### src/rtl/pc_sequencer.sv
// Fetch sequencer for the RV32I single-cycle core: chooses the next PC and
// handshakes instruction memory through BOOT/FETCH/WAIT/HALT.
module pc_sequencer #(
    parameter logic [31:0] RESET_VECTOR = 32'h0000_0000,
    parameter logic [31:0] TRAP_VECTOR  = 32'h0000_0100,
    parameter int          MAX_WAIT     = 8
) (
    input  logic        clk,
    input  logic        reset,
    input  logic [31:0] Current_PC,
    output logic [31:0] Next_PC,
    output logic        imem_req,
    output logic [31:0] imem_addr,
    input  logic        imem_ready,
    input  logic        stall,
    input  logic        redirect_valid,
    input  logic [31:0] redirect_target,
    input  logic        halt_req,
    input  logic        resume,
    output logic        instr_valid,
    output logic        misalign_trap,
    output logic        fetch_timeout,
    output logic [31:0] instret,
    output logic [1:0]  state
);

    localparam int CNT_W = $clog2(MAX_WAIT + 1);
    localparam logic [CNT_W-1:0] WAIT_LAST = CNT_W'(MAX_WAIT - 1);

    typedef enum logic [1:0] {
        ST_BOOT  = 2'b00,
        ST_FETCH = 2'b01,
        ST_WAIT  = 2'b10,
        ST_HALT  = 2'b11
    } state_t;

    state_t           state_r;
    logic [CNT_W-1:0] wait_cnt_r;
    logic [31:0]      instret_r;
    logic             misalign_trap_r;
    logic             fetch_timeout_r;

    logic   active_s;
    logic   retire_s;
    logic   misaligned_s;
    state_t retire_state_s;
    logic [31:0] next_pc_s;

    assign active_s     = (state_r == ST_FETCH) || (state_r == ST_WAIT);
    assign retire_s     = active_s && imem_ready && !stall;
    assign misaligned_s = redirect_valid && (redirect_target[1:0] != 2'b00);

    // A trapping retire never halts, even if the instruction also asked to.
    assign retire_state_s = (halt_req && !misaligned_s) ? ST_HALT : ST_FETCH;

    // Next PC selection; the PC only moves on reset-vector load or a retire.
    always_comb begin
        next_pc_s = Current_PC;
        case (state_r)
            ST_BOOT: next_pc_s = RESET_VECTOR;
            ST_FETCH, ST_WAIT: begin
                if (retire_s) begin
                    if (misaligned_s) begin
                        next_pc_s = TRAP_VECTOR;
                    end else if (redirect_valid) begin
                        next_pc_s = redirect_target;
                    end else begin
                        next_pc_s = Current_PC + 32'd4;
                    end
                end else begin
                    next_pc_s = Current_PC;
                end
            end
            ST_HALT: next_pc_s = Current_PC;
            default: next_pc_s = Current_PC;
        endcase
    end

    // Sequencer state, wait counter, retire counter and event pulses.
    always_ff @(posedge clk or posedge reset) begin
        if (reset) begin
            state_r         <= ST_BOOT;
            wait_cnt_r      <= '0;
            instret_r       <= 32'd0;
            misalign_trap_r <= 1'b0;
            fetch_timeout_r <= 1'b0;
        end else begin
            misalign_trap_r <= retire_s && misaligned_s;
            fetch_timeout_r <= 1'b0;
            if (retire_s) begin
                instret_r <= instret_r + 32'd1;
            end
            case (state_r)
                ST_BOOT: begin
                    state_r    <= ST_FETCH;
                    wait_cnt_r <= '0;
                end
                ST_FETCH: begin
                    if (retire_s) begin
                        state_r    <= retire_state_s;
                        wait_cnt_r <= '0;
                    end else if (!imem_ready) begin
                        state_r    <= ST_WAIT;
                        wait_cnt_r <= CNT_W'(1);
                    end
                end
                ST_WAIT: begin
                    if (retire_s) begin
                        state_r    <= retire_state_s;
                        wait_cnt_r <= '0;
                    end else if (!imem_ready) begin
                        if (wait_cnt_r == WAIT_LAST) begin
                            state_r         <= ST_HALT;
                            wait_cnt_r      <= '0;
                            fetch_timeout_r <= 1'b1;
                        end else begin
                            wait_cnt_r <= wait_cnt_r + CNT_W'(1);
                        end
                    end
                end
                ST_HALT: begin
                    wait_cnt_r <= '0;
                    if (resume) begin
                        state_r <= ST_FETCH;
                    end
                end
                default: begin
                    state_r    <= ST_BOOT;
                    wait_cnt_r <= '0;
                end
            endcase
        end
    end

    assign Next_PC       = next_pc_s;
    assign imem_req      = active_s;
    assign imem_addr     = Current_PC;
    assign instr_valid   = retire_s;
    assign misalign_trap = misalign_trap_r;
    assign fetch_timeout = fetch_timeout_r;
    assign instret       = instret_r;
    assign state         = state_r;

endmodule

### config.mk
export PLATFORM = sky130hd
export DESIGN_NAME = pc_sequencer
export DESIGN_NICKNAME = d
export VERILOG_FILES = /design/src/rtl/pc_sequencer.sv
export SDC_FILE = /design/constraint.sdc
export NUM_CORES = 1
export LEC_CHECK = 0
export CORE_MARGIN = 3
export CORE_UTILIZATION = 42
export DETAILED_ROUTE_END_ITERATION = 16
export PLACE_DENSITY = 0.82
export SLEW_MARGIN = 30
export SYNTH_ARGS = -nofsm -noshare
export SYNTH_HDL_FRONTEND = slang
export SYNTH_SLANG_ARGS = --single-unit
### constraint.sdc
create_clock -name clk -period 3.17 [get_ports clk]
set_input_delay 0.4755 -clock clk [delete_from_list [all_inputs] [get_ports clk]]
set_output_delay 0.4755 -clock clk [all_outputs]
set_load 0.01 [all_outputs]
==> flow_summary.yaml, run 1 <==
global_route:
  globalRoute.totalOverflow: 0
  grt_use_met2: 0.4545
  met3_usage: 0.05732
  grt_max_degree: 34
  grt_first_pass_wirelength_mm: 21.53
  grt_antenna_before_repair: 0
  busiest_layer: "met2"
  grtUsageMet1: 0.3492
  grt_usage: 0.2687
  grt_pass1_vias: 4199
route:
  drtIter0Drc: 264
  drc: 0
  first_pass_iters: 5
  post_drt_via_cell_ratio: 5.693
  drt_wl_total_mm: 13.50
  via_count: 4361
  routedWlPerCell_um: 17.62
  drt.antenna.violating_nets: 0
synthesis:
  ys_async_sr_fraction: 1.000
  synth_ff_type: "dfrtp_1"
  ys_seq_area_frac: 0.2774
  ys_warn_count: 0
  syn-num-nets: 534
  netlist_instances: 456
  synth_edf_count: 0
  synth_seq_cells: 40
  synth_area_mm2: 0.003608
  yosys.area.top_type: "dfrtp_1"
  avgSynthCellArea_um2: 7.913
  synthDistinctLibCells: 56
  ys_top_cells_by_area: "dfrtp_1 (28%), xnor2_1 (8.0%), buf_4 (6.9%), nand2_1 (5.5%), nand3_1 (4.9%)"
  yosys.area.top_type_share: 0.2774
critical_path:
  crit_slowest_cell: "clkdlybuf4s50_1"
  worstPathRequired_ns: 2.69
  critical-path-max-stage-delay_ns: 0.63
  cp_max_fo: 6
  startpoint_type: "primary input"
  r2r-end: "instret[17]"
  r2r_cells: 8
  path_cells: "clkdlybuf4s50_1, nand3_1, buf_4, nor3_1, nand4_1, xor2_1, o22ai_1, clkdlybuf4s50_1"
  crit_family: "buffers and inverters"
  rrSetupSlack_ns: 0.64
  cp_data_arrival_time_ns: 2.74
  r2r_start: "state[0]"
  end_kind: "primary output"
  endpoint: "Next_PC[17]"
  crit_cells: 8
  startpoint: "Current_PC[8]"
  crit_buf_inv: 3
  crit_path_frequent_cell: "clkdlybuf4s50_1"
  worstSetupPathType: "in -> out"
layout:
  finalNonFillerCells: 766
  drive_above_1_share: 0.1664
  areaGrowthSynthToFinish_pct: 64.70
  utilization: 0.7161
  final_area_mm2: 0.005943
  final_nets: 738
  nFillCells: 644
  antenna_cells: 0
  multi_input_area_mm2: 0.002349
  register_area_mm2: 0.001002
floorplanning:
  dieArea_mm2: 0.009740
  start_util: 0.4348
  coreArea_mm2: 0.008299
  io_pins: 173
  die_w_um: 98.69
  row_count: 33
  die_h_um: 98.69
sta:
  setup_viol: 1
  fmax_ghz: 0.3106
  hold_viol: 0
  tightestPinTransition_ns: 0.6015
  final-max-slew-violation-count: 0
  worst_slack_ns: -0.04912
  min_period_ns: 3.219
  rsz0062_at_grt: "yes"
  fin_crit_sh: 1.015
  hold_ws_ns: 0.4683
  worst_slew_margin_rel: 0.5959
  fin_skew_ns: 0.01375
place:
  io_buffer_count: 172
  place_hpwl_mm: 10.74
  place_inst: 753
  place_area_mm2: 0.005703
  gp_congestion: 1.003
status:
  violations: "negative setup slack"
  status: "finished, violations left"
power_and_ir_drop:
  peakVddDrop_mv: 0.2714
  leakage_uw: 0.002589
  p_per_area_mw_per_mm2: 476.6
cts:
  htree_levels: 2
  worst_setup_hold_path_clk_slew_ns: 0.08
  clkSinkCount: 40
  clk_latency_ns: 0.29
  cts_buffers: 5
  cts_tree: "built"
  cts_root_buf: "clkbuf_8"
  clk_path_buf_depth: 2
min_path:
  hold_class: "reg -> reg"
job:
  max_cap_viol_count: 0
## synth_stat cells (2+ instances only)
| library cell | count |
|---|---|
| a21o_1 | 2 |
| a21oi_1 | 18 |
| a222oi_1 | 2 |
| a22oi_1 | 20 |
| a31oi_1 | 3 |
| and2_1 | 5 |
| and3_1 | 9 |
| and4_1 | 5 |
| buf_2 | 2 |
| buf_4 | 33 |
| clkbuf_1 | 12 |
| dfrtp_1 | 40 |
| ha_1 | 7 |
| inv_1 | 13 |
| mux2i_1 | 2 |
| nand2_1 | 53 |
| nand2b_1 | 6 |
| nand3_1 | 35 |
| nand3b_1 | 3 |
| nand4_1 | 20 |
| nand4_2 | 2 |
| nand4b_1 | 2 |
| nor2_1 | 35 |
| nor2_2 | 3 |
| nor3_1 | 7 |
| nor3b_1 | 3 |
| nor4_1 | 5 |
| nor4_4 | 2 |
| o21ai_0 | 15 |
| o22ai_1 | 14 |
| o2bb2ai_1 | 2 |
| o311ai_0 | 2 |
| o31ai_1 | 3 |
| or3_1 | 2 |
| or3_4 | 2 |
| xnor2_1 | 33 |
| xor2_1 | 15 |
## cells in the final DEF, fill, tap and decap left out, types with 3 or more instances in the layout
master           instances
clkdlybuf4s50_1        150
buf_4                   70
nand2_1                 52
dfrtp_1                 39
nand3_1                 34
xnor2_1                 33
nor2_1                  32
a22oi_1                 20
nand4_1                 20
a21oi_1                 18
o21ai_0                 15
xor2_1                  15
o22ai_1                 14
inv_1                   12
dlymetal6s2s_1          10
and3_1                   9
dlygate4sd2_1            9
nand2b_1                 6
nor2_2                   6
nor3_1                   6
ha_1                     6
clkbuf_8                 6
and2_1                   5
and4_1                   5
nor4_4                   4
nand3b_1                 3
o31ai_1                  3
nor4_2                   3
a31oi_1                  3
nor3b_1                  3
buf_12                   3
## power breakdown
group          switching, uW  internal, uW
registers               60.4           561
clock network            181           176
logic                    927           928
## logic make-up after synthesis
family                     Yosys count  share of synthesized area
and+or+nand+nor                    206                     0.3096
AOI/OAI and AO/OA                   91                     0.1651
buffers and inverters               61                    0.09847
xor gates and xnor gates            48                     0.1165
DFF                                 40                     0.2774
adders and majority gates            7                    0.02427
muxes                                3                   0.008669
## area by class of cell
class	count	area share
Clock inverter	2	0.002526
Sequential cell	40	0.1686
Inverter	13	0.008211
Tap cell	105	0.02211
Clock buffer	6	0.01389
Multi-Input combinational cell	355	0.3952
Timing Repair Buffer	245	0.3895
## flip-flops by register name (all words and copies together) (netlist names)
signal,count
instret,32
wait_cnt_r,4
state,2
fetch_timeout,1
misalign_trap,1
## per-stage QoR
| step | setup slack, ns | total power [uW] | setup TNS [ns] |
|---|---|---|---|
| after floorplan | 0.3988 | 1498 | 0 |
| after global placement | -0.09601 | 2482 | -0.5639 |
| after detailed placement | -0.2167 | 2500 | -1.114 |
| after CTS | -0.006695 | 2818 | -0.006695 |
| after global routing | -0.1443 | 3007 | -0.3724 |
| final | -0.04912 | 2833 | -0.04912 |
## layer usage
layer	up-vias	wire [um]
li1	2037	-
met1	2085	5419
met2	212	6679
met3	27	1108
met4	0	290
met5	-	0
## what timing repair did
item / CTS / global route
hold buffers: 0 / 0
buffers inserted: 0 / 5
endpoints found under the setup margin: 20 / 19
endpoints found under the hold margin: 0 / 0
pin swaps: 0 / 1
resized for setup: 21 / 27
## worst min-delay path by stage
| stage | from | end | slack [ns] | depth (start not counted) |
|---|---|---|---|---|
| after floorplan | instret[31] | instret[31] | 0.50 | 1 |
| after global placement | instret[31] | instret[31] | 0.46 | 1 |
| after detailed placement | instret[31] | instret[31] | 0.46 | 1 |
| after CTS | instret[31] | instret[31] | 0.47 | 1 |
| after global routing | instret[31] | instret[31] | 0.48 | 1 |
| final | instret[31] | instret[31] | 0.47 | 1 |
## worst register-to-register path, stage by stage (launching register included)
cell     delay [ns]
dfrtp_1        0.40
inv_1          0.09
ha_1           0.30
buf_4          0.15
and4b_1        0.31
nand4_1        0.24
nor3_1         0.58
nand4_1        0.18
xnor2_1        0.21
Note: power is estimated with default switching activity, not from simulation.
==> inputs of run 2 (changes only) <==
CORE_ASPECT_RATIO = 0.7   (was default)
==> run 2 against run 1 <==
  * The run still ends with negative setup slack left
  * Critical path depth down 1
  * Sequential share of layout area about the same
  * First-iteration DRC count grew 59%
  * Highest routed layer unchanged
  * Non-clock buffer count unchanged
  * Worst setup slack lost 0.054 ns
  * Global-route usage grew 1.2 points
  * Worst hold slack worse by 0.083 ns
  * Utilization is 1.4 points higher
==> flow_summary.yaml, run 2 (synthesis gave the netlist of run 1 again) <==
sta:
  worst_slew_margin_rel: 0.6179
  setup_viol: 2
  hold_viol: 0
  final-max-slew-violation-count: 0
  tightestPinTransition_ns: 0.5672
  fin_skew_ns: 0.006157
  fin_crit_sh: 1.033
  fmax_ghz: 0.3055
  worst_slack_ns: -0.1034
  min_period_ns: 3.273
  rsz0062_at_grt: "yes"
critical_path:
  end_kind: "primary output"
  worstPathRequired_ns: 2.69
  startpoint_type: "primary input"
  cp_data_arrival_time_ns: 2.80
  cp_max_fo: 5
  rrSetupSlack_ns: 0.80
  worstSetupPathType: "in -> out"
  startpoint: "Current_PC[11]"
  r2r-end: "instret[23]"
  r2r_start: "state[0]"
  r2r_cells: 9
global_route:
  grt_usage: 0.2806
  met3_usage: 0.05290
  grt_antenna_before_repair: 0
  grt_first_pass_wirelength_mm: 22.03
  grt_use_met2: 0.4455
  globalRoute.totalOverflow: 0
  grt_max_degree: 37
  grtUsageMet1: 0.3912
  busiest_layer: "met2"
  grt_pass1_vias: 4166
layout:
  finalNonFillerCells: 761
  final_nets: 738
  antenna_cells: 0
  largest_reg_flops: 32
  final_cell_mix: "clkdlybuf4s50_1 (151), buf_4 (70), nand2_1 (53)"
  areaGrowthSynthToFinish_pct: 64.08
  layout_commonest_cell: "clkdlybuf4s50_1"
  drive_above_1_share: 0.1576
place:
  io_buffer_count: 172
  place_inst: 750
  place_hpwl_mm: 11.17
  gp_congestion: 0.9799
floorplanning:
  io_pins: 173
  start_util: 0.4451
  dieArea_mm2: 0.009757
  row_count: 27
  die_h_um: 83.55
  die_w_um: 116.8
  coreArea_mm2: 0.008108
route:
  drt_wl_total_mm: 14.21
  drt.antenna.violating_nets: 0
  routedWlPerCell_um: 18.67
  via_count: 4409
  first_pass_iters: 5
  drtIter0Drc: 420
  post_drt_via_cell_ratio: 5.794
  drc: 0
power_and_ir_drop:
  p_per_area_mw_per_mm2: 493.5
  finalPower_uw: 2922
  peakVddDrop_mv: 0.8710
  leakage_uw: 0.002552
cts:
  clkSinkCount: 40
  worst_setup_hold_path_clk_slew_ns: 0.06
  clk_latency_ns: 0.28
  htree_levels: 2
  cts_tree: "built"
  cts_buffers: 5
  clk_path_buf_depth: 2
  cts_root_buf: "clkbuf_16"
status:
  violations: "negative setup slack"
  status: "finished, violations left"
job:
  max_cap_viol_count: 0
min_path:
  hold_class: "in -> async"
run 2: worst max-delay path, stage by stage:
cell and delay, ns:
clkdlybuf4s50_1 0.54, nand4_4 0.19, or3_4 0.47, nor4_4 0.30, o2bb2ai_1 0.11, a211o_1 0.22
clkdlybuf4s50_1 0.49
run 2: where the power goes:
group | switching, uW | internal, uW
logic | 926 | 908
registers | 59.0 | 561
clock network | 182 | 286
run 2: through the flow:
step / hold slack, ns / worst slack [ns] / util / setup TNS [ns] / area (um2)
after floorplan: 0.5039 / 0.3988 / - / 0 / 3608
after detailed placement: 0.4643 / -0.2805 / 0.7022 / -1.929 / 5693
after global placement: 0.4607 / -0.2741 / 0.7022 / -1.603 / 5693
after CTS: 0.3938 / -0.09587 / 0.7213 / -0.09587 / 5848
after global routing: 0.4109 / -0.2000 / 0.7302 / -0.3531 / 5921
final: 0.3852 / -0.1034 / 0.7302 / -0.1084 / 5921
run 2: worst max-delay path by stage:
stage / cells after the start / end
5_1_grt: 8 / Next_PC[27]
6_report: 7 / Next_PC[27]
4_1_cts: 7 / Next_PC[27]
3_5_place_dp: 7 / Next_PC[25]
2_1_floorplan: 7 / Next_PC[25]
3_3_place_gp: 8 / Next_PC[21]
run 2: timing repair:
item                                   in CTS  in global routing
hold buffers                                0                  0
buffers inserted                            0                  4
endpoints found under the hold margin       0                  0
setup endpoints to repair                  21                 15
resized for setup                          22                 18
pin swaps                                   1                  3
run 2: layout make-up:
cell class | count | area, um2
inverter | 13 | 48.80
sequential | 40 | 1001
multi-input combinational | 355 | 2323
clock inverter | 1 | 5.005
clock buffer | 6 | 128.9
timing repair buffer | 245 | 2287
tap | 101 | 126.4
fill | 596 | 2187
run 2: routing by layer:
layer,share of wire,wire length (um)
met1,0.41,5847
met4,0.020,285
met5,0,0
met2,0.48,6819
met3,0.088,1256
==> inputs of run 3 (changes only) <==
REMOVE_ABC_BUFFERS = 1   (was default)
==> run 3 against run 2 <==
  * The flow still finishes with violations (negative setup slack)
  * Flip-flop and latch count stayed put
  * Via count rose by 3.9%
  * Cell area is 1.6% higher
  * Sequential power increased by 2%
  * Clock skew is essentially flat
  * Critical path type is now reg -> out
  * Critical endpoint is now Next_PC[16]
  * Largest cell class unchanged
  * Highest routed layer unchanged
==> flow_summary.yaml, run 3 (synthesis gave the netlist of run 1 again) <==
layout:
  drive_above_1_share: 0.1619
  register_area_mm2: 0.001001
  largest_reg_flops: 32
  layout_commonest_cell: "clkdlybuf4s50_1"
  multi_input_area_mm2: 0.002347
  utilization: 0.7417
  final_cell_mix: "clkdlybuf4s50_1 (135), buf_4 (71), nand2_1 (52)"
  antenna_cells: 0
  areaGrowthSynthToFinish_pct: 66.64
  final_area_mm2: 0.006013
  final_nets: 738
  nFillCells: 579
route:
  via_count: 4580
  drc: 0
  drtIter0Drc: 559
  routedWlPerCell_um: 20.56
  drt.antenna.violating_nets: 0
  first_pass_iters: 6
  post_drt_via_cell_ratio: 6.010
  drt_wl_total_mm: 15.67
cts:
  cts_root_buf: "clkbuf_16"
  htree_levels: 2
  clkSinkCount: 40
  clk_latency_ns: 0.29
  cts_tree: "built"
  worst_setup_hold_path_clk_slew_ns: 0.06
  cts_buffers: 5
  clk_path_buf_depth: 2
sta:
  rsz0062_at_grt: "yes"
  setup_viol: 1
  fmax_ghz: 0.3131
  worst_slew_margin_rel: 0.5104
  fin_crit_sh: 1.007
  hold_viol: 0
  worst_slack_ns: -0.02357
  final-max-slew-violation-count: 0
  min_period_ns: 3.194
  fin_skew_ns: 0.006310
  tightestPinTransition_ns: 0.7288
critical_path:
  startpoint_type: "flip-flop"
  r2r_start: "state[0]"
  startpoint: "state[0]"
  end_kind: "primary output"
  worstSetupPathType: "reg -> out"
  r2r_cells: 8
  rrSetupSlack_ns: 0.45
  r2r-end: "instret[17]"
  worstPathRequired_ns: 2.69
  cp_data_arrival_time_ns: 2.72
  endpoint: "Next_PC[16]"
  cp_max_fo: 11
global_route:
  grt_antenna_before_repair: 0
  grt_max_degree: 41
  globalRoute.totalOverflow: 0
  grt_usage: 0.3048
  grt_first_pass_wirelength_mm: 23.74
  grt_pass1_vias: 4452
place:
  place_area_mm2: 0.005650
  place_hpwl_mm: 11.86
  io_buffer_count: 172
  gp_congestion: 0.9723
power_and_ir_drop:
  leakage_uw: 0.002760
  p_per_area_mw_per_mm2: 513.4
  peakVddDrop_mv: 0.3544
  finalPower_uw: 3087
floorplanning:
  die_w_um: 116.8
  start_util: 0.4451
  die_h_um: 83.55
  row_count: 27
  io_pins: 173
  dieArea_mm2: 0.009757
  coreArea_mm2: 0.008108
job:
  max_cap_viol_count: 0
min_path:
  worstHoldStart: "instret[31]"
  hold_class: "reg -> reg"
status:
  violations: "negative setup slack"
  status: "finished, violations left"
[run 3: changes by cell type in the layout (fill, tap and decap cells not counted), moves of 2 or more]
| cell | delta |
|---|---|
| clkdlybuf4s15_1 | +3 |
| nor2_1 | -2 |
| dlygate4sd2_1 | -2 |
| clkdlybuf4s50_1 | -16 |
| dlymetal6s2s_1 | +16 |
| nor3_1 | +2 |
| nor3_2 | -2 |
[run 3: power breakdown]
part | total (uW) | switching, uW | internal [uW]
clock | 577 | 208 | 370
sequential | 630 | 69.2 | 560
combinational | 1880 | 967 | 914
[run 3: per-layer routing]
layer / routed length [um] / vias to the layer above / track usage
met4: 576 / 0 / 0.1010
li1: - / 2038 / -
met1: 6030 / 2203 / 0.3964
met2: 7721 / 284 / 0.5070
met5: 0 / - / 0
met3: 1341 / 55 / 0.05435
[run 3: metrics by stage]
step                setup slack [ns]  hold WS [ns]  cells   TNS [ns]
floorplan                     0.2256        0.5039    408          0
global placement             -0.1810        0.4572    746     -1.153
detailed placement           -0.2033        0.4619    746     -1.624
CTS                        -0.002712        0.4715    755  -0.002712
global route                -0.08933        0.4910    762    -0.1569
finish                      -0.02357        0.4698    762   -0.02357
[run 3: area by class of cell]
| class | count | area share |
|---|---|---|
| Timing Repair Buffer | 245 | 0.3862 |
| Clock inverter | 3 | 0.007074 |
| Multi-Input combinational cell | 355 | 0.3903 |
| Sequential cell | 40 | 0.1665 |
| Tap cell | 101 | 0.02102 |
| Inverter | 13 | 0.008115 |
| Clock buffer | 5 | 0.02081 |
[run 3: what timing repair did]
item / CTS / global route
hold buffers: 0 / 0
pin swaps: 1 / 8
resized for setup: 24 / 37
setup endpoints to repair: 18 / 25
setup buffers: 1 / 7
gates cloned: 0 / 0
hold endpoints to repair: 0 / 0
[run 3: worst min-delay path by stage]
stage,endpoint,slack (ns),cells past startpoint
floorplan,instret[31],0.50,1
global placement,instret[31],0.46,1
detailed placement,instret[31],0.46,1
CTS,instret[31],0.47,1
global route,instret[31],0.49,1
finish,instret[31],0.47,1
[run 3: worst max-delay path: stages, from the launching register on]
cell,delay [ns]
dfrtp_1,0.41
inv_1,0.09
ha_1,0.30
nand3b_1,0.20
inv_2,0.17
and3_1,0.24
buf_6,0.18
a22oi_1,0.08
o22ai_1,0.18
clkdlybuf4s50_1,0.57
